==> config.mk <==
export PLATFORM = sky130hd
export DESIGN_NAME = cube_stream_tx_flat
export DESIGN_NICKNAME = d
export VERILOG_FILES = /design/src/rtl/cube_stream_tx_if.sv /design/src/rtl/cube_stream_tx.sv /design/src/flat_wrapper.sv
export SDC_FILE = /design/constraint.sdc
export NUM_CORES = 1
export LEC_CHECK = 0
export ABC_AREA = 0
export BUFFER_PORTS_ARGS = -buffer_cell sky130_fd_sc_hd__buf_2
export CAP_MARGIN = 20
export CORE_MARGIN = 2
export CORE_UTILIZATION = 28
export CTS_CLUSTER_SIZE = 24
export DETAILED_ROUTE_END_ITERATION = 6
export PLACE_DENSITY_LB_ADDON = 0.3
export SYNTH_ARGS = -nofsm -noshare
export SYNTH_HDL_FRONTEND = slang
export SYNTH_SLANG_ARGS = --single-unit
==> constraint.sdc <==
create_clock -name clk_in -period 1.9 [get_ports clk_in]
set_input_delay 0.57 -clock clk_in [delete_from_list [all_inputs] [get_ports clk_in]]
set_output_delay 0.57 -clock clk_in [all_outputs]
set_load 0.02 [all_outputs]
==> src/rtl/cube_stream_tx_if.sv <==
// -----------------------------------------------------------------------------
// cube_stream_tx_if
// Bundles the transmitter's request, RAM-read and byte-stream signals.
//   start_addr_in / start_data_in : one-cycle transfer requests
//   rd_en_out, rd_layer_out, rd_word_out, rd_data_in : local RAM read port
//   byte_vld_out, byte_rdy_in, byte_data_out, dc_out : byte handshake
//   busy_out, done_out : transfer status
// master = the transmitter, slave = the environment (RAM, SPI master, host).
// -----------------------------------------------------------------------------
interface cube_stream_tx_if;
  logic        start_addr_in;
  logic        start_data_in;
  logic        rd_en_out;
  logic [2:0]  rd_layer_out;
  logic [5:0]  rd_word_out;
  logic [23:0] rd_data_in;
  logic        byte_vld_out;
  logic        byte_rdy_in;
  logic [7:0]  byte_data_out;
  logic        dc_out;
  logic        busy_out;
  logic        done_out;

  modport master (
    input  start_addr_in, start_data_in, rd_data_in, byte_rdy_in,
    output rd_en_out, rd_layer_out, rd_word_out,
    output byte_vld_out, byte_data_out, dc_out, busy_out, done_out
  );

  modport slave (
    output start_addr_in, start_data_in, rd_data_in, byte_rdy_in,
    input  rd_en_out, rd_layer_out, rd_word_out,
    input  byte_vld_out, byte_data_out, dc_out, busy_out, done_out
  );
endinterface

==> src/rtl/cube_stream_tx.sv <==
// -----------------------------------------------------------------------------
// cube_stream_tx
// Serialises either the 64-entry address table or a full 8-layer x 64-word
// frame from a local RAM into a command byte (dc=0) followed by data bytes
// (dc=1), offered on a valid/ready byte handshake.
// Ports:
//   clk_in  : clock, rising edge
//   rst_in  : synchronous active-high reset
//   bus     : cube_stream_tx_if.master (requests, RAM read, byte stream,
//             busy/done status)
// All outputs are registered; they are decoded from the next-state values so
// that they line up with the state they describe.
// -----------------------------------------------------------------------------
module cube_stream_tx (
  input  logic             clk_in,
  input  logic             rst_in,
  cube_stream_tx_if.master bus
);

  localparam logic [7:0] CUBE0414_ADDR_WR = 8'hcc;
  localparam logic [7:0] CUBE0414_DATA_WR = 8'hda;

  typedef enum logic [2:0] {
    ST_IDLE  = 3'd0,
    ST_CMD   = 3'd1,
    ST_FETCH = 3'd2,
    ST_LOAD  = 3'd3,
    ST_SEND  = 3'd4
  } state_t;

  // Picks the byte of the fetched word to present for the given byte index.
  function automatic logic [7:0] f_sel_byte(input logic [23:0] i_word,
                                            input logic [1:0]  i_idx,
                                            input logic        i_addr);
    logic [7:0] w_sel;
    if (i_addr) begin
      w_sel = i_word[7:0];
    end else begin
      case (i_idx)
        2'd0:    w_sel = i_word[23:16];
        2'd1:    w_sel = i_word[15:8];
        default: w_sel = i_word[7:0];
      endcase
    end
    return w_sel;
  endfunction

  state_t      r_state, w_state_nxt;
  logic        r_mode_addr, w_mode_addr_nxt;
  logic [2:0]  r_layer, w_layer_nxt;
  logic [5:0]  r_word, w_word_nxt;
  logic [1:0]  r_byte, w_byte_nxt;
  logic [23:0] r_word_data, w_word_data_nxt;
  logic        w_done_nxt;

  logic        w_accept;
  logic        w_last_byte;
  logic        w_last_word;

  logic        r_byte_vld, w_byte_vld;
  logic        r_dc, w_dc;
  logic [7:0]  r_byte_data, w_byte_data;
  logic        r_rd_en, w_rd_en;
  logic [2:0]  r_rd_layer, w_rd_layer;
  logic [5:0]  r_rd_word, w_rd_word;
  logic        r_busy, w_busy;
  logic        r_done, w_done;

  // The registered valid is what the downstream sees, so it defines acceptance.
  assign w_accept    = r_byte_vld & bus.byte_rdy_in;
  assign w_last_byte = r_mode_addr ? 1'b1 : (r_byte == 2'd2);
  assign w_last_word = (r_word == 6'd63) & (r_mode_addr | (r_layer == 3'd7));

  // State and counter registers.
  always_ff @(posedge clk_in) begin
    if (rst_in) begin
      r_state     <= ST_IDLE;
      r_mode_addr <= 1'b0;
      r_layer     <= 3'd0;
      r_word      <= 6'd0;
      r_byte      <= 2'd0;
      r_word_data <= 24'd0;
    end else begin
      r_state     <= w_state_nxt;
      r_mode_addr <= w_mode_addr_nxt;
      r_layer     <= w_layer_nxt;
      r_word      <= w_word_nxt;
      r_byte      <= w_byte_nxt;
      r_word_data <= w_word_data_nxt;
    end
  end

  // Next-state and counter update logic.
  always_comb begin
    w_state_nxt     = r_state;
    w_mode_addr_nxt = r_mode_addr;
    w_layer_nxt     = r_layer;
    w_word_nxt      = r_word;
    w_byte_nxt      = r_byte;
    w_word_data_nxt = r_word_data;
    w_done_nxt      = 1'b0;
    case (r_state)
      ST_IDLE: begin
        // Address request wins a tie; the simultaneous data request is dropped.
        if (bus.start_addr_in || bus.start_data_in) begin
          w_mode_addr_nxt = bus.start_addr_in;
          w_layer_nxt     = 3'd0;
          w_word_nxt      = 6'd0;
          w_byte_nxt      = 2'd0;
          w_state_nxt     = ST_CMD;
        end else begin
          w_state_nxt = ST_IDLE;
        end
      end
      ST_CMD: begin
        if (w_accept) begin
          w_state_nxt = ST_FETCH;
        end else begin
          w_state_nxt = ST_CMD;
        end
      end
      ST_FETCH: begin
        w_state_nxt = ST_LOAD;
      end
      ST_LOAD: begin
        // RAM data requested in FETCH is valid now.
        w_word_data_nxt = bus.rd_data_in;
        w_byte_nxt      = 2'd0;
        w_state_nxt     = ST_SEND;
      end
      ST_SEND: begin
        if (w_accept) begin
          if (w_last_byte) begin
            w_word_nxt = r_word + 6'd1;
            if (w_last_word) begin
              // Layer stays at its terminal value; the next start clears it.
              w_done_nxt  = 1'b1;
              w_state_nxt = ST_IDLE;
            end else begin
              if ((r_word == 6'd63) && !r_mode_addr) begin
                w_layer_nxt = r_layer + 3'd1;
              end else begin
                w_layer_nxt = r_layer;
              end
              w_state_nxt = ST_FETCH;
            end
          end else begin
            w_byte_nxt = r_byte + 2'd1;
          end
        end else begin
          w_state_nxt = ST_SEND;
        end
      end
      default: begin
        w_state_nxt = ST_IDLE;
      end
    endcase
  end

  // Output decode from the next state so the registered outputs match it.
  always_comb begin
    w_byte_vld  = 1'b0;
    w_dc        = 1'b0;
    w_byte_data = 8'd0;
    w_rd_en     = 1'b0;
    w_rd_layer  = 3'd0;
    w_rd_word   = 6'd0;
    w_busy      = (w_state_nxt != ST_IDLE);
    w_done      = w_done_nxt;
    case (w_state_nxt)
      ST_CMD: begin
        w_byte_vld  = 1'b1;
        w_byte_data = w_mode_addr_nxt ? CUBE0414_ADDR_WR : CUBE0414_DATA_WR;
      end
      ST_FETCH: begin
        w_rd_en    = 1'b1;
        w_rd_layer = w_layer_nxt;
        w_rd_word  = w_word_nxt;
      end
      ST_SEND: begin
        w_byte_vld  = 1'b1;
        w_dc        = 1'b1;
        w_byte_data = f_sel_byte(w_word_data_nxt, w_byte_nxt, w_mode_addr_nxt);
      end
      default: begin
        w_byte_vld = 1'b0;
      end
    endcase
  end

  // Output registers.
  always_ff @(posedge clk_in) begin
    if (rst_in) begin
      r_byte_vld  <= 1'b0;
      r_dc        <= 1'b0;
      r_byte_data <= 8'd0;
      r_rd_en     <= 1'b0;
      r_rd_layer  <= 3'd0;
      r_rd_word   <= 6'd0;
      r_busy      <= 1'b0;
      r_done      <= 1'b0;
    end else begin
      r_byte_vld  <= w_byte_vld;
      r_dc        <= w_dc;
      r_byte_data <= w_byte_data;
      r_rd_en     <= w_rd_en;
      r_rd_layer  <= w_rd_layer;
      r_rd_word   <= w_rd_word;
      r_busy      <= w_busy;
      r_done      <= w_done;
    end
  end

  assign bus.byte_vld_out  = r_byte_vld;
  assign bus.dc_out        = r_dc;
  assign bus.byte_data_out = r_byte_data;
  assign bus.rd_en_out     = r_rd_en;
  assign bus.rd_layer_out  = r_rd_layer;
  assign bus.rd_word_out   = r_rd_word;
  assign bus.busy_out      = r_busy;
  assign bus.done_out      = r_done;

endmodule

==> src/flat_wrapper.sv <==
// flat-port wrapper written by rule: the top's interface ports become plain ports
module cube_stream_tx_flat 
  (clk_in, rst_in, bus_start_addr_in, bus_start_data_in, bus_rd_data_in, bus_byte_rdy_in, bus_rd_en_out, bus_rd_layer_out, bus_rd_word_out, bus_byte_vld_out, bus_byte_data_out, bus_dc_out, bus_busy_out, bus_done_out);
  cube_stream_tx_if bus_i ();
  input  logic clk_in;
  input  logic rst_in;
  input wire logic [$bits(bus_i.start_addr_in)-1:0] bus_start_addr_in;
  input wire logic [$bits(bus_i.start_data_in)-1:0] bus_start_data_in;
  input wire logic [$bits(bus_i.rd_data_in)-1:0] bus_rd_data_in;
  input wire logic [$bits(bus_i.byte_rdy_in)-1:0] bus_byte_rdy_in;
  output wire logic [$bits(bus_i.rd_en_out)-1:0] bus_rd_en_out;
  output wire logic [$bits(bus_i.rd_layer_out)-1:0] bus_rd_layer_out;
  output wire logic [$bits(bus_i.rd_word_out)-1:0] bus_rd_word_out;
  output wire logic [$bits(bus_i.byte_vld_out)-1:0] bus_byte_vld_out;
  output wire logic [$bits(bus_i.byte_data_out)-1:0] bus_byte_data_out;
  output wire logic [$bits(bus_i.dc_out)-1:0] bus_dc_out;
  output wire logic [$bits(bus_i.busy_out)-1:0] bus_busy_out;
  output wire logic [$bits(bus_i.done_out)-1:0] bus_done_out;
  assign bus_i.start_addr_in = bus_start_addr_in;
  assign bus_i.start_data_in = bus_start_data_in;
  assign bus_i.rd_data_in = bus_rd_data_in;
  assign bus_i.byte_rdy_in = bus_byte_rdy_in;
  assign bus_rd_en_out = bus_i.rd_en_out;
  assign bus_rd_layer_out = bus_i.rd_layer_out;
  assign bus_rd_word_out = bus_i.rd_word_out;
  assign bus_byte_vld_out = bus_i.byte_vld_out;
  assign bus_byte_data_out = bus_i.byte_data_out;
  assign bus_dc_out = bus_i.dc_out;
  assign bus_busy_out = bus_i.busy_out;
  assign bus_done_out = bus_i.done_out;
  cube_stream_tx u_core (.clk_in(clk_in), .rst_in(rst_in), .bus(bus_i));
endmodule
# ---- Word level (Yosys, flattened, before mapping)
# Cells that the tools add are included.
dict set report word_totals {
  regBits 61
  latchBits 0
  mem_bits_rw 0
  rom_bits 0
  input_bits 29
  output_inout_bits 22
  wordCells 76
  mem_count 0
}
dict set report classes {
  addsub 3
  mul 0
  n_div 0
  order_cmp 0
  n_eq_ne 11
  n_shift 0
  muxes 32
  bitwise_logic 7
  n_reduce_logical 9
}
# op n
set op_table {}
lappend op_table {{$pmux 8 s2} 2}
lappend op_table {{$mux 24} 1}
lappend op_table {{$mux 3} 7}
lappend op_table {{$mux 6} 3}
lappend op_table {{$pmux 3 s5} 1}
lappend op_table {{$pmux 6 s2} 1}
lappend op_table {{$mux 2} 5}
lappend op_table {{$eq 3x2->1 const B} 3}
lappend op_table {{$eq 3x3->1 const B} 3}
lappend op_table {{$mux 1} 8}
lappend op_table {{$mux 8} 1}
lappend op_table {{$add 6x1->6 const B} 1}
lappend op_table {{$eq 3x1->1 const B} 2}
lappend op_table {{$eq 6x6->1 const B} 1}
lappend op_table {{$pmux 2 s3} 1}
lappend op_table {{$pmux 3 s2} 1}
lappend op_table {{$mux 5} 1}
lappend op_table {{$not 1->1} 4}
lappend op_table {{$reduce_or 2->1} 2}
lappend op_table {{$reduce_or 4->1} 1}
lappend op_table {{$add 3x1->3 const B} 1}
lappend op_table {{$logic_not 3->1} 1}
lappend op_table {{$reduce_bool 3->1} 1}
lappend op_table {{$add 2x1->2 const B} 1}
lappend op_table {{other kinds (8)} 9}

# ---- Logic depth before layout (Yosys ltp)
# Gate-level depths: netlist of the first run.
dict set report depth {
  word_depth 10
  depth_mapped 9
  mapped_depth_nobuf 8
}

# ---- Worst setup path before layout of the first run
# Ideal clock, no wire load.
dict set report synth_path {
  path_kind {flip-flop to flip-flop}
  startpoint {register u_core.r_byte[0]}
  endpoint {register u_core.r_byte_data[1] (netlist: u_core.bus.byte_data_out[1])}
  setup_time_ns 0.096
  arrival_ns 1.923
  t_required_ns 1.804
  slack_ns -0.118
  path_stages_with_launch 8
  n_path_buf 0
  synth_period_minus_slack_ns 2.018
  cell_sequence {dfxtp_1 > inv_1 > ha_1 > and4bb_1 > mux2_2 > nor2_2 > nand3_4 > o41ai_2}
}
dict set report synth_via {
  elab_chain_cells 9
  elab_cells_between_ends 17
  classes_between {add/sub: 1; eq/ne: 4; mux: 11; reduce/logical: 1}
}
# element line_no
set synth_rtl {}
lappend synth_rtl {{start, declared} cube_stream_tx.sv:52} ;# logic [1:0] r_byte, w_byte_nxt;
lappend synth_rtl {{start signal, assigned} cube_stream_tx.sv:88} ;# r_byte <= w_byte_nxt;
lappend synth_rtl {{$eq 2x2->1} cube_stream_tx.sv:71} ;# assign w_last_byte = r_mode_addr ? 1'b1 : (r_byte == 2'd2);
lappend synth_rtl {{$mux 1} cube_stream_tx.sv:71}
lappend synth_rtl {{$mux 2} cube_stream_tx.sv:133} ;# if (w_last_byte) begin
lappend synth_rtl {{$mux 2} cube_stream_tx.sv:132} ;# if (w_accept) begin
lappend synth_rtl {{$pmux 2 s3} cube_stream_tx.sv:102} ;# case (r_state)
lappend synth_rtl {{$eq 2x1->1 or $logic_not 2->1 (tied branches)} cube_stream_tx.sv:39} ;# case (i_idx)
lappend synth_rtl {{$pmux 8 s2} cube_stream_tx.sv:39}
lappend synth_rtl {{$mux 8} cube_stream_tx.sv:36} ;# if (i_addr) begin
lappend synth_rtl {{$pmux 8 s2 (*)} cube_stream_tx.sv:170} ;# case (w_state_nxt)
lappend synth_rtl {{end signal, assigned} cube_stream_tx.sv:205} ;# r_byte_data <= w_byte_data;
lappend synth_rtl {{end, declared} cube_stream_tx.sv:62} ;# logic [7:0] r_byte_data, w_byte_data;
# Mark *: on every way between the ends. The rest lies on a longest branch, timed or not.
# A chain may end at the register's enable or synchronous reset.

# ---- Worst setup path after layout of the first run
dict set report layout_path {
  startpoint {register u_core.r_byte[0]}
  endpoint {register u_core.r_byte_data[4] (netlist: u_core.bus.byte_data_out[4])}
}
# Same word-level chain as after synthesis.

==> key figures, run 1 <==
STA
  • Max Slew Vio Count: 0
  • Tcrit/Tclk final: 102%
  • Final Hold Fails: 0
  • Fmax: a little over 0.5 GHz
  • Final worst setup slack: -0.0440 ns
  • Worst slew pin tran: 0.410 ns
  • Setup violators final: 15
  • Slew headroom: between 70% and 80%
  • RSZ-0062 raised after global routing: true
  • Final Critical Period: between 1.5 and 2 ns
  • Worst Skew: ~0.007 ns

Global routing
  • Total global-route track usage: between 10% and 20%
  • Largest net degree at the start of global routing: 28
  • Vias in the first global route: ~2500
  • Initial antenna violation count: 0
  • Grt ovf: 0
  • Global-route wire length before repair: around 13 mm

Pwr
  • Pleak: around 0.0016 uW
  • Peak VDD IR: approximately 0.00043 V
  • Pwr per Cell Area: between 700 and 800 mW/mm^2

Logic synthesis
  • EDFF count, synth: 0
  • Syn_nets: 342
  • Yosys warns: 0
  • Gate Count Post-Synth: 309
  • Post-synthesis sequential area ratio: 43.2%
  • Avg Inst Size Synth: slightly above 9 sq um
  • Adder-Cell Fraction of Synth Area: ~1.8%
  • Post-Syn Area: between 0.002 and 0.003 sq mm
  • Post-synthesis compound-gate area fraction: a little over a fifth
  • Ys async rst share: 0%
  • Post-synth top flop: dfxtp_1
  • Unique masters post-synth: 65
  • Post-synthesis mux area share: 3.59%
  • Simple-Gate Fraction of Synth Area: a little under a quarter
  • Main combinational cell family by area after synthesis: simple AND/OR/NAND/NOR gates
  • Post-synthesis xor/xnor area fraction: 0%
  • Register bit total from synthesis: 61

Setup path
  • CP Launch Type: flip-flop
  • WP depth: 8
  • R2R depth: 8
  • Worst path bufs/invs: 2
  • CP cell instances: inv_2, ha_4, and4bb_2, mux2_4, o31ai_4, buf_4, o22a_1, o41ai_2
  • CP endpoint kind: flip-flop
  • Slowest Stage Delay on Critical Path: roughly 0.35 ns
  • Critical path data required time: between 2 and 2.5 ns
  • WS Path Type: reg -> reg
  • Worst-path fanout max: 3
  • Slowest CP cell: mux2_4
  • Arrival time worst endpoint: 2.16 ns
  • CP delay by family, top: compound AO/OA/AOI/OAI gates

Route
  • Final ANT Viol Nets: 0
  • Iter 0 DRT Violations: around 110
  • Detailed-route via count: around 2600
  • Routed WL: around 7.5 mm
  • Via-to-Cell Ratio: between 4 and 5
  • DRC violations left: 0
  • Initial DRT Pass Iterations: 4
  • WL/cell: 13.9 microns

Finish
  • Ant diodes: 0
  • Area grow syn2layout: 39.2%
  • Post-route cell area: 0.00393 sq mm
  • Non-Filler Instances: 541
  • Fill count: around 1000
  • Most common cell after layout, fill and taps aside: dfxtp_1
  • Commonest cells after routing, fill and taps aside: dfxtp_1 (54), buf_4 (52), buf_2 (50), nor2_1 (41), nand2_1 (35)
  • Layout cells sized above 1: 40.9%
  • Fin nets: 436

Status
  • Status: finished with violations
  • Failing checks: setup timing

Placement
  • Final HPWL DP: 5.23 mm
  • Routability cong.: approximately 0.85
  • Number of port buffers: 50
  • Placed Area: approximately 0.0035 sq mm
  • Post-placement cell count: a little over 500
  • DP Worst Slack: -0.343 ns

Die
  • Die H: approximately 100 microns
  • Io pins: 51
  • Die width: ~100 microns
  • Die area: about 0.011 sq mm
  • Num rows: 36
  • Core ar.: slightly below 0.01 sq mm
  • Initial Util: roughly 29%

Min path
  • Hold Path Depth: 2
  • Worst min path class: reg -> reg

Clock network
  • Clock-pin slew on the worst setup and hold paths: roughly 0.070 ns
  • Max Buffers Root-to-Sink: 2
  • H-tree lvl count: 3
  • Worst-Skew Late Latency: roughly 0.34 ns
  • Root Buffer: clkbuf_8
  • CTS tree: built
  • CTS Buf Count: 9
  • CTS Sinks: 61

Flow run
  • Maximum capacitance violations: 0
==> registers in the layout (all words and copies together), names as in the netlist <==
register                  count
u_core.r_mode_addr            1
u_core.bus.byte_data_out      8
u_core.r_byte                 2
u_core.bus.done_out           1
u_core.r_state                3
u_core.bus.dc_out             1
u_core.bus.byte_vld_out       1
u_core.r_word_data           24
u_core.r_layer                3
u_core.bus.rd_en_out          1
u_core.r_word                 6
u_core.bus.busy_out           1
u_core.bus.rd_layer_out       3
u_core.bus.rd_word_out        6
==> worst paths after layout <==
| kind | to | from | slack (ns) |
|---|---|---|---|
| min reg2reg | u_core.r_word_data[16]$_SDFF_PP0_ | u_core.r_word_data[16]$_SDFF_PP0_ | 0.46 |
| max reg2reg | u_core.bus.byte_data_out[4]$_SDFF_PP0_ | u_core.r_byte[0]$_SDFF_PP0_ | -0.04 |
| min | u_core.r_word_data[16]$_SDFF_PP0_ | u_core.r_word_data[16]$_SDFF_PP0_ | 0.46 |
| max | u_core.bus.byte_data_out[4]$_SDFF_PP0_ | u_core.r_byte[0]$_SDFF_PP0_ | -0.04 |
==> worst register-to-register path, delay by kind of cell, from the launching register on <==
family / cells / cell delay [ns]
AND/OR/NAND/NOR: 1 / 0.34
buffers and inverters: 2 / 0.21
multiplexers: 1 / 0.35
adder cells (fa/ha/maj): 1 / 0.15
AO/OA/AOI/OAI: 3 / 0.44
flip-flops: 1 / 0.34
==> cells in the mapped netlist (4+ instances only) <==
| cell | instances | area share (%) |
|---|---|---|
| o21ai_0 | 4 | 0.71 |
| nor2_1 | 45 | 6.0 |
| nor2b_1 | 5 | 1.1 |
| nor4_1 | 6 | 1.3 |
| buf_2 | 7 | 1.2 |
| inv_1 | 6 | 0.80 |
| mux2i_1 | 9 | 3.2 |
| ha_1 | 4 | 1.8 |
| clkbuf_1 | 11 | 1.5 |
| a21oi_1 | 20 | 3.5 |
| nand4_1 | 4 | 0.89 |
| o41ai_2 | 6 | 3.5 |
| dfxtp_1 | 61 | 43 |
| nand2_1 | 35 | 4.7 |
| nor3_1 | 6 | 1.1 |
| buf_6 | 4 | 1.6 |
==> through the flow <==
| stage | total power [uW] | setup TNS [ns] | util, % | hold WS, ns |
|---|---|---|---|---|
| after floorplan | 1570 | -0.228 | - | 0.431 |
| after global placement | 1710 | -3.24 | 35.7 | 0.442 |
| after detailed placement | 1720 | -3.65 | 35.7 | 0.447 |
| after CTS | 3040 | -0.328 | 39.6 | 0.451 |
| after global routing | 3130 | -1.70 | 40.2 | 0.465 |
| final | 3010 | -0.296 | 40.2 | 0.457 |
==> logic make-up after synthesis <==
family          Yosys count
flops                    61
simple gates            129
mux                      10
compound gates           73
fa+ha+maj                 4
buf+inv                  32
==> final cells by class <==
type	count	area [sq um]	share of cell area, %
sequential	61	1230	31.3
clock inverter	4	70.1	1.78
timing repair buffer	106	694	17.7
tap	133	166	4.23
clock buffer	12	155	3.95
inverter	8	31.3	0.796
multi-input combinational	217	1580	40.3
==> metal layers <==
| layer | GRT usage, % | part of all wire (%) | vias to the layer above |
|---|---|---|---|
| li1 | - | - | 1293 |
| met1 | 18.4 | 46 | 1203 |
| met2 | 23.4 | 49 | 54 |
| met3 | 3.76 | 4.1 | 10 |
| met4 | 4.83 | 1.3 | 0 |
| met5 | 0 | 0 | - |
==> what timing repair did <==
item,in CTS,in global routing
resized for setup,28,5
endpoints found under the setup margin,19,20
setup buffers,4,6
cloned,2,0
pin swaps,27,17
hold buffers,0,0
==> report_power, final <==
group	switching [uW]	internal [uW]
registers	26.6	1310
logic	193	170
clock network	502	806
total	722	2290
Power figures use the tool's default switching activity.
==> run 2: changes to the inputs <==
- clock period: 1.9 -> 2.4 ns (I/O delays scaled with it)
==> key figures, run 2 (synthesis gave the netlist of run 1 again) <==
Status
  • Status: complete, no violations

Die
  • Io pins: 51 (unchanged)
  • Die H: 104 microns (unchanged)
  • Die width: 104 microns (unchanged)
  • Initial Util: 28.9% (unchanged)
  • Num rows: 36 (unchanged)
  • Die area: 0.0109 sq mm (unchanged)
  • Core ar.: 0.00977 sq mm (unchanged)

Clock network
  • Worst-Skew Late Latency: 0.35 ns (about the same)
  • Root Buffer: clkbuf_8
  • CTS Buf Count: 9 (unchanged)
  • H-tree lvl count: 3 (unchanged)
  • Max Buffers Root-to-Sink: 2 (unchanged)
  • Clock-pin slew on the worst setup and hold paths: 0.08 ns (about the same)
  • CTS Sinks: 61 (unchanged)
  • Post-CTS sizing: 0 (-100%)
  • Post-CTS setup buffers: 0 (-4)
  • CTS tree: built
  • Post-CTS Hold Buffers: 0 (unchanged)

Route
  • Detailed-route via count: 2377 (-7.1%)
  • WL/cell: 13.8 microns (-0.85%)
  • Routed WL: 6.83 mm (-9.1%)
  • Iter 0 DRT Violations: 76 (-29%)
  • Via-to-Cell Ratio: 4.79 (+1.3%)
  • Final ANT Viol Nets: 0 (unchanged)
  • DRC violations left: 0 (unchanged)
  • Initial DRT Pass Iterations: 4 (unchanged)

Min path
  • Worst hold start: u_core.r_word_data[12]$_SDFF_PP0_
  • Hold Path Depth: 2 (unchanged)
  • Hold EP: u_core.r_word_data[12]$_SDFF_PP0_
  • Worst min path class: reg -> reg

Pwr
  • Pwr per Cell Area: 635 mW/mm^2 (-17%)
  • Pint: 1530 uW (-33%)
  • Peak VDD IR: 0.000288 V (-33%)
  • Sequential power share: 49.5% (+5.0 points)
  • Power Total: 2150 uW (-29%)
  • Pleak: 0.00137 uW (-17%)
  • Logic pwr share: 10.7% (-1.3 points)
  • Psw: 623 uW (-14%)
  • Clock power share: 39.8% (-3.7 points)
  • Net Sw Frac: 29.0% (+5.0 points)

Finish
  • Max reg flops: 24 (unchanged)
  • Fin util: 34.6% (-5.6 points)
  • Area grow syn2layout: 19.8%
  • Fin nets: 391 (-10%)
  • Commonest cells after routing, fill and taps aside: dfxtp_1 (61), buf_2 (50), nor2_1 (45), nand2_1 (35), a21oi_1 (20)
  • Ant diodes: 0 (unchanged)
  • Largest Register: u_core.r_word_data
  • Most common cell after layout, fill and taps aside: dfxtp_1
  • Layout cells sized above 1: 27.3% (-14 points)

STA
  • Max Slew Vio Count: 0 (unchanged)
  • Final Hold Fails: 0 (unchanged)
  • Final worst setup slack: 0.216 ns (+0.260 ns)
  • Worst slew pin tran: 0.601 ns (+0.191 ns)
  • Slew headroom: 59.9% (-13 points)
  • Tcrit/Tclk final: 91.0% (-11 points)
  • RSZ-0062 raised after global routing: false
  • Final Critical Period: 2.18 ns (+0.240 ns)
  • Worst Skew: 0.0104 ns (+0.00338 ns)
  • Post-route setup TNS: 0 ns (+0.296 ns)
  • Setup violators final: 0 (-15)
  • Fmax: 0.458 GHz (-11%)

Setup path
  • R2R depth: 7 (-1)
  • Critical R2R Launch: u_core.r_byte[0]$_SDFF_PP0_
  • WS Path Type: reg -> reg
  • Worst r2r dst: u_core.bus.byte_data_out[7]$_SDFF_PP0_
  • Arrival time worst endpoint: 2.44 ns (+0.28 ns)
  • CP endpoint kind: flip-flop
  • CP Launch Type: flip-flop
  • Worst R2R Setup Slack: 0.22 ns (+0.26 ns)
  • Worst-path fanout max: 8 (+5)
  • Critical path data required time: 2.65 ns (+0.53 ns)

Placement
  • Final HPWL DP: 4.84 mm (-7.4%)
  • Number of port buffers: 50 (unchanged)
  • Routability cong.: 0.778 (-8.6%)
  • DP Worst Slack: 0.0430 ns (+0.386 ns)

Global routing
  • Total global-route track usage: 13.3% (-1.0 points)
  • Grt ovf: 0 (unchanged)
  • Vias in the first global route: 2344 (-7.8%)
  • Global-route wire length before repair: 11.7 mm (-7.4%)
  • Initial antenna violation count: 0 (unchanged)
  • Largest net degree at the start of global routing: 31 (+11%)

Flow run
  • Maximum capacitance violations: 0 (unchanged)
[run 2: per-layer routing]
metal	wire, microns	share of wire [%]	GRT usage [%]
met1	3080	45	16.3
met2	3370	49	22.4
met3	315	4.6	3.70
met4	66	0.97	4.73
met5	0	0	0
[run 2: layout make-up]
class                           count  area (sq um)
Clock inverter                      7          57.6
Timing Repair Buffer               62           340
Inverter                            8          30.0
Clock buffer                        9           124
Fill cell                        1014          6390
Tap cell                          133           166
Sequential cell                    61          1220
Multi-Input combinational cell    216          1440
[run 2: worst max-delay path, stage by stage, from the launching register on]
cell	delay [ns]
dfxtp_1	0.33
inv_1	0.05
ha_1	0.22
and4bb_1	0.35
mux2_2	0.40
nor2_2	0.18
nand3_4	0.18
o41ai_2	0.38
[run 2: metrics by stage]
stage	instance area (sq um)	cells	hold WS, ns
after global routing	3380	496	0.482
after detailed placement	3200	480	0.447
after CTS	3380	496	0.458
after floorplan	2820	309	0.431
after global placement	3200	480	0.446
final	3380	496	0.457
[run 2: worst max-delay path by stage]
stage	slack [ns]	start	depth (start not counted)	end
2_1_floorplan	0.33	bus_start_data_in	5	u_core.bus.byte_data_out[1]$_SDFF_PP0_
3_3_place_gp	0.08	bus_byte_rdy_in	6	u_core.bus.byte_data_out[1]$_SDFF_PP0_
4_1_cts	0.21	u_core.r_byte[0]$_SDFF_PP0_	7	u_core.bus.byte_data_out[7]$_SDFF_PP0_
6_report	0.22	u_core.r_byte[0]$_SDFF_PP0_	7	u_core.bus.byte_data_out[7]$_SDFF_PP0_
3_5_place_dp	0.04	bus_byte_rdy_in	6	u_core.bus.byte_data_out[7]$_SDFF_PP0_
5_1_grt	0.06	u_core.r_byte[0]$_SDFF_PP0_	7	u_core.bus.byte_data_out[5]$_SDFF_PP0_
[run 2: power by group through the flow]
stage | logic (uW) | registers (uW) | clock network [uW]
global route | 251 | 1070 | 931
global placement | 229 | 1090 | 0
CTS | 232 | 1060 | 895
finish | 230 | 1060 | 855
detailed placement | 232 | 1090 | 0
floorplan | 137 | 1100 | 0
==> run 3: changes to the inputs <==
- clock period: 2.4 -> 2 ns (I/O delays scaled with it)
==> key figures, run 3 (synthesis gave the netlist of run 1 again) <==
STA
  • Max Slew Vio Count: 0 (unchanged)
  • Setup violators final: 0 (unchanged)
  • Worst Skew: 0.00790 ns (-0.00249 ns)
  • Fmax: 0.502 GHz (+9.7%)
  • RSZ-0062 raised after global routing: true
  • Worst slew pin tran: 0.332 ns (-0.269 ns)
  • Tcrit/Tclk final: 99.5% (+8.5 points)
  • Slew headroom: 77.3% (+17 points)
  • Final Hold Fails: 0 (unchanged)
  • Final Critical Period: 1.99 ns (-0.194 ns)
  • Final hold slack: 0.454 ns (-0.00246 ns)
  • Final worst setup slack: 0.00969 ns (-0.206 ns)

Finish
  • Max reg flops: 24 (unchanged)
  • Fin nets: 423 (+8.2%)
  • Commonest cells after routing, fill and taps aside: dfxtp_1 (54), buf_2 (50), buf_4 (40), nor2_1 (37), nand2_1 (35)
  • Ant diodes: 0 (unchanged)
  • Fin util: 38.6% (+3.9 points)
  • Register area: 0.00123 sq mm (+0.92%)
  • Multi-input combinational cell area: 0.00155 sq mm (+7.6%)
  • Fill count: 1022 (+0.79%)
  • Layout cells sized above 1: 39.1% (+12 points)
  • Most common cell after layout, fill and taps aside: dfxtp_1
  • Post-route cell area: 0.00377 sq mm (+11%)
  • Largest Register: u_core.r_word_data
  • Area grow syn2layout: 33.5%

Route
  • Via-to-Cell Ratio: 4.76 (-0.70%)
  • Initial DRT Pass Iterations: 4 (unchanged)
  • Detailed-route via count: 2508 (+5.5%)
  • Routed WL: 7.30 mm (+6.8%)
  • WL/cell: 13.8 microns (+0.51%)
  • Iter 0 DRT Violations: 86 (+13%)
  • DRC violations left: 0 (unchanged)
  • Final ANT Viol Nets: 0 (unchanged)

Global routing
  • Initial antenna violation count: 0 (unchanged)
  • Largest net degree at the start of global routing: 31 (unchanged)
  • Global-route wire length before repair: 12.0 mm (+2.5%)
  • Vias in the first global route: 2426 (+3.5%)
  • Total global-route track usage: 13.7% (+0.34 points)
  • Grt ovf: 0 (unchanged)

Pwr
  • Peak VDD IR: 0.000368 V (+28%)
  • Pwr per Cell Area: 687 mW/mm^2 (+8.2%)
  • Power Total: 2590 uW (+21%)
  • Pleak: 0.00155 uW (+13%)

Die
  • Io pins: 51 (unchanged)
  • Die width: 104 microns (unchanged)
  • Num rows: 36 (unchanged)
  • Core ar.: 0.00977 sq mm (unchanged)
  • Die area: 0.0109 sq mm (unchanged)
  • Die H: 104 microns (unchanged)
  • Initial Util: 28.9% (unchanged)

Placement
  • Number of port buffers: 50 (unchanged)
  • Routability cong.: 0.785 (+0.85%)
  • Placed Area: 0.00344 sq mm (+7.3%)
  • DP Worst Slack: -0.236 ns (-0.279 ns)
  • Final HPWL DP: 5.13 mm (+6.0%)

Clock network
  • CTS Buf Count: 9 (unchanged)
  • H-tree lvl count: 3 (unchanged)
  • CTS Sinks: 61 (unchanged)
  • Root Buffer: clkbuf_8
  • Clock-pin slew on the worst setup and hold paths: 0.07 ns (about the same)
  • CTS tree: built
  • Worst-Skew Late Latency: 0.34 ns (about the same)
  • Max Buffers Root-to-Sink: 2 (unchanged)

Setup path
  • CP cell instances: inv_2, ha_4, and4bb_2, a221o_1, nor2b_4, o311a_1, o32ai_2
  • Worst-path fanout max: 8 (unchanged)
  • CP Launch Type: flip-flop
  • CP endpoint kind: flip-flop
  • Slowest CP cell: a221o_1
  • Arrival time worst endpoint: 2.24 ns (-0.20 ns)
  • Critical path data required time: 2.25 ns (-0.40 ns)
  • WS Path Type: reg -> reg
  • Worst path bufs/invs: 1 (unchanged)
  • Slowest Stage Delay on Critical Path: 0.39 ns (about the same)
  • CP delay by family, top: compound AO/OA/AOI/OAI gates

Flow run
  • Maximum capacitance violations: 0 (unchanged)

Min path
  • Worst min path class: reg -> reg

Status
  • Status: complete, no violations
==> run 3: cell count changes in the layout (fill, tap and decap cells not counted), moves of 5 or more <==
cell,previous run,this run
dfxtp_2,0,6
buf_4,12,40
dfxtp_1,61,54
nor2_1,45,37
nor2_2,1,6
==> run 3: cell type report <==
| class | count | share of cell area [%] |
|---|---|---|
| inverter | 8 | 0.830 |
| multi-input combinational | 217 | 41.2 |
| clock buffer | 10 | 3.65 |
| clock inverter | 5 | 0.963 |
| timing repair buffer | 93 | 16.2 |
| sequential | 61 | 32.7 |
| tap | 133 | 4.42 |
==> run 3: final timing paths <==
path | start | end | slack [ns] | cells past startpoint
setup / recovery | u_core.r_byte[0]$_SDFF_PP0_ | u_core.bus.byte_data_out[5]$_SDFF_PP0_ | 0.01 | 7
hold / removal | u_core.r_word_data[10]$_SDFF_PP0_ | u_core.r_word_data[10]$_SDFF_PP0_ | 0.45 | 2
setup reg to reg | u_core.r_byte[0]$_SDFF_PP0_ | u_core.bus.byte_data_out[5]$_SDFF_PP0_ | 0.01 | 7
hold reg to reg | u_core.r_word_data[10]$_SDFF_PP0_ | u_core.r_word_data[10]$_SDFF_PP0_ | 0.45 | 2
==> run 3: worst min-delay path, stage by stage, from the launching register on <==
cell and delay, ns:
dfxtp_1 0.31, nand2_1 0.05, a21oi_1 0.05
==> run 3: per-layer routing <==
layer  track usage [%]  part of all wire, %
met4              4.25                  1.6
met5                 0                    0
met2              23.6                   49
met3              3.82                  4.3
met1              16.4                   45
==> run 3: through the flow <==
stage | instances | setup TNS (ns)
after floorplan | 309 | -0.0321
after global placement | 509 | -1.63
after detailed placement | 509 | -1.78
after CTS | 525 | -0.00434
after global routing | 527 | -0.451
final | 527 | 0
==> run 3: where the power goes <==
| part | switching [uW] | internal, uW |
|---|---|---|
| clock network | 501 | 478 |
| logic | 180 | 160 |
| registers | 24.9 | 1250 |
==> run 3: repair_timing <==
action                     4_1_cts  5_1_grt
hold buffers                     0        0
buffers inserted                 0        1
gates cloned                     1        1
pin swaps                        9       15
setup endpoints to repair       14       17
gates resized for setup          6       30
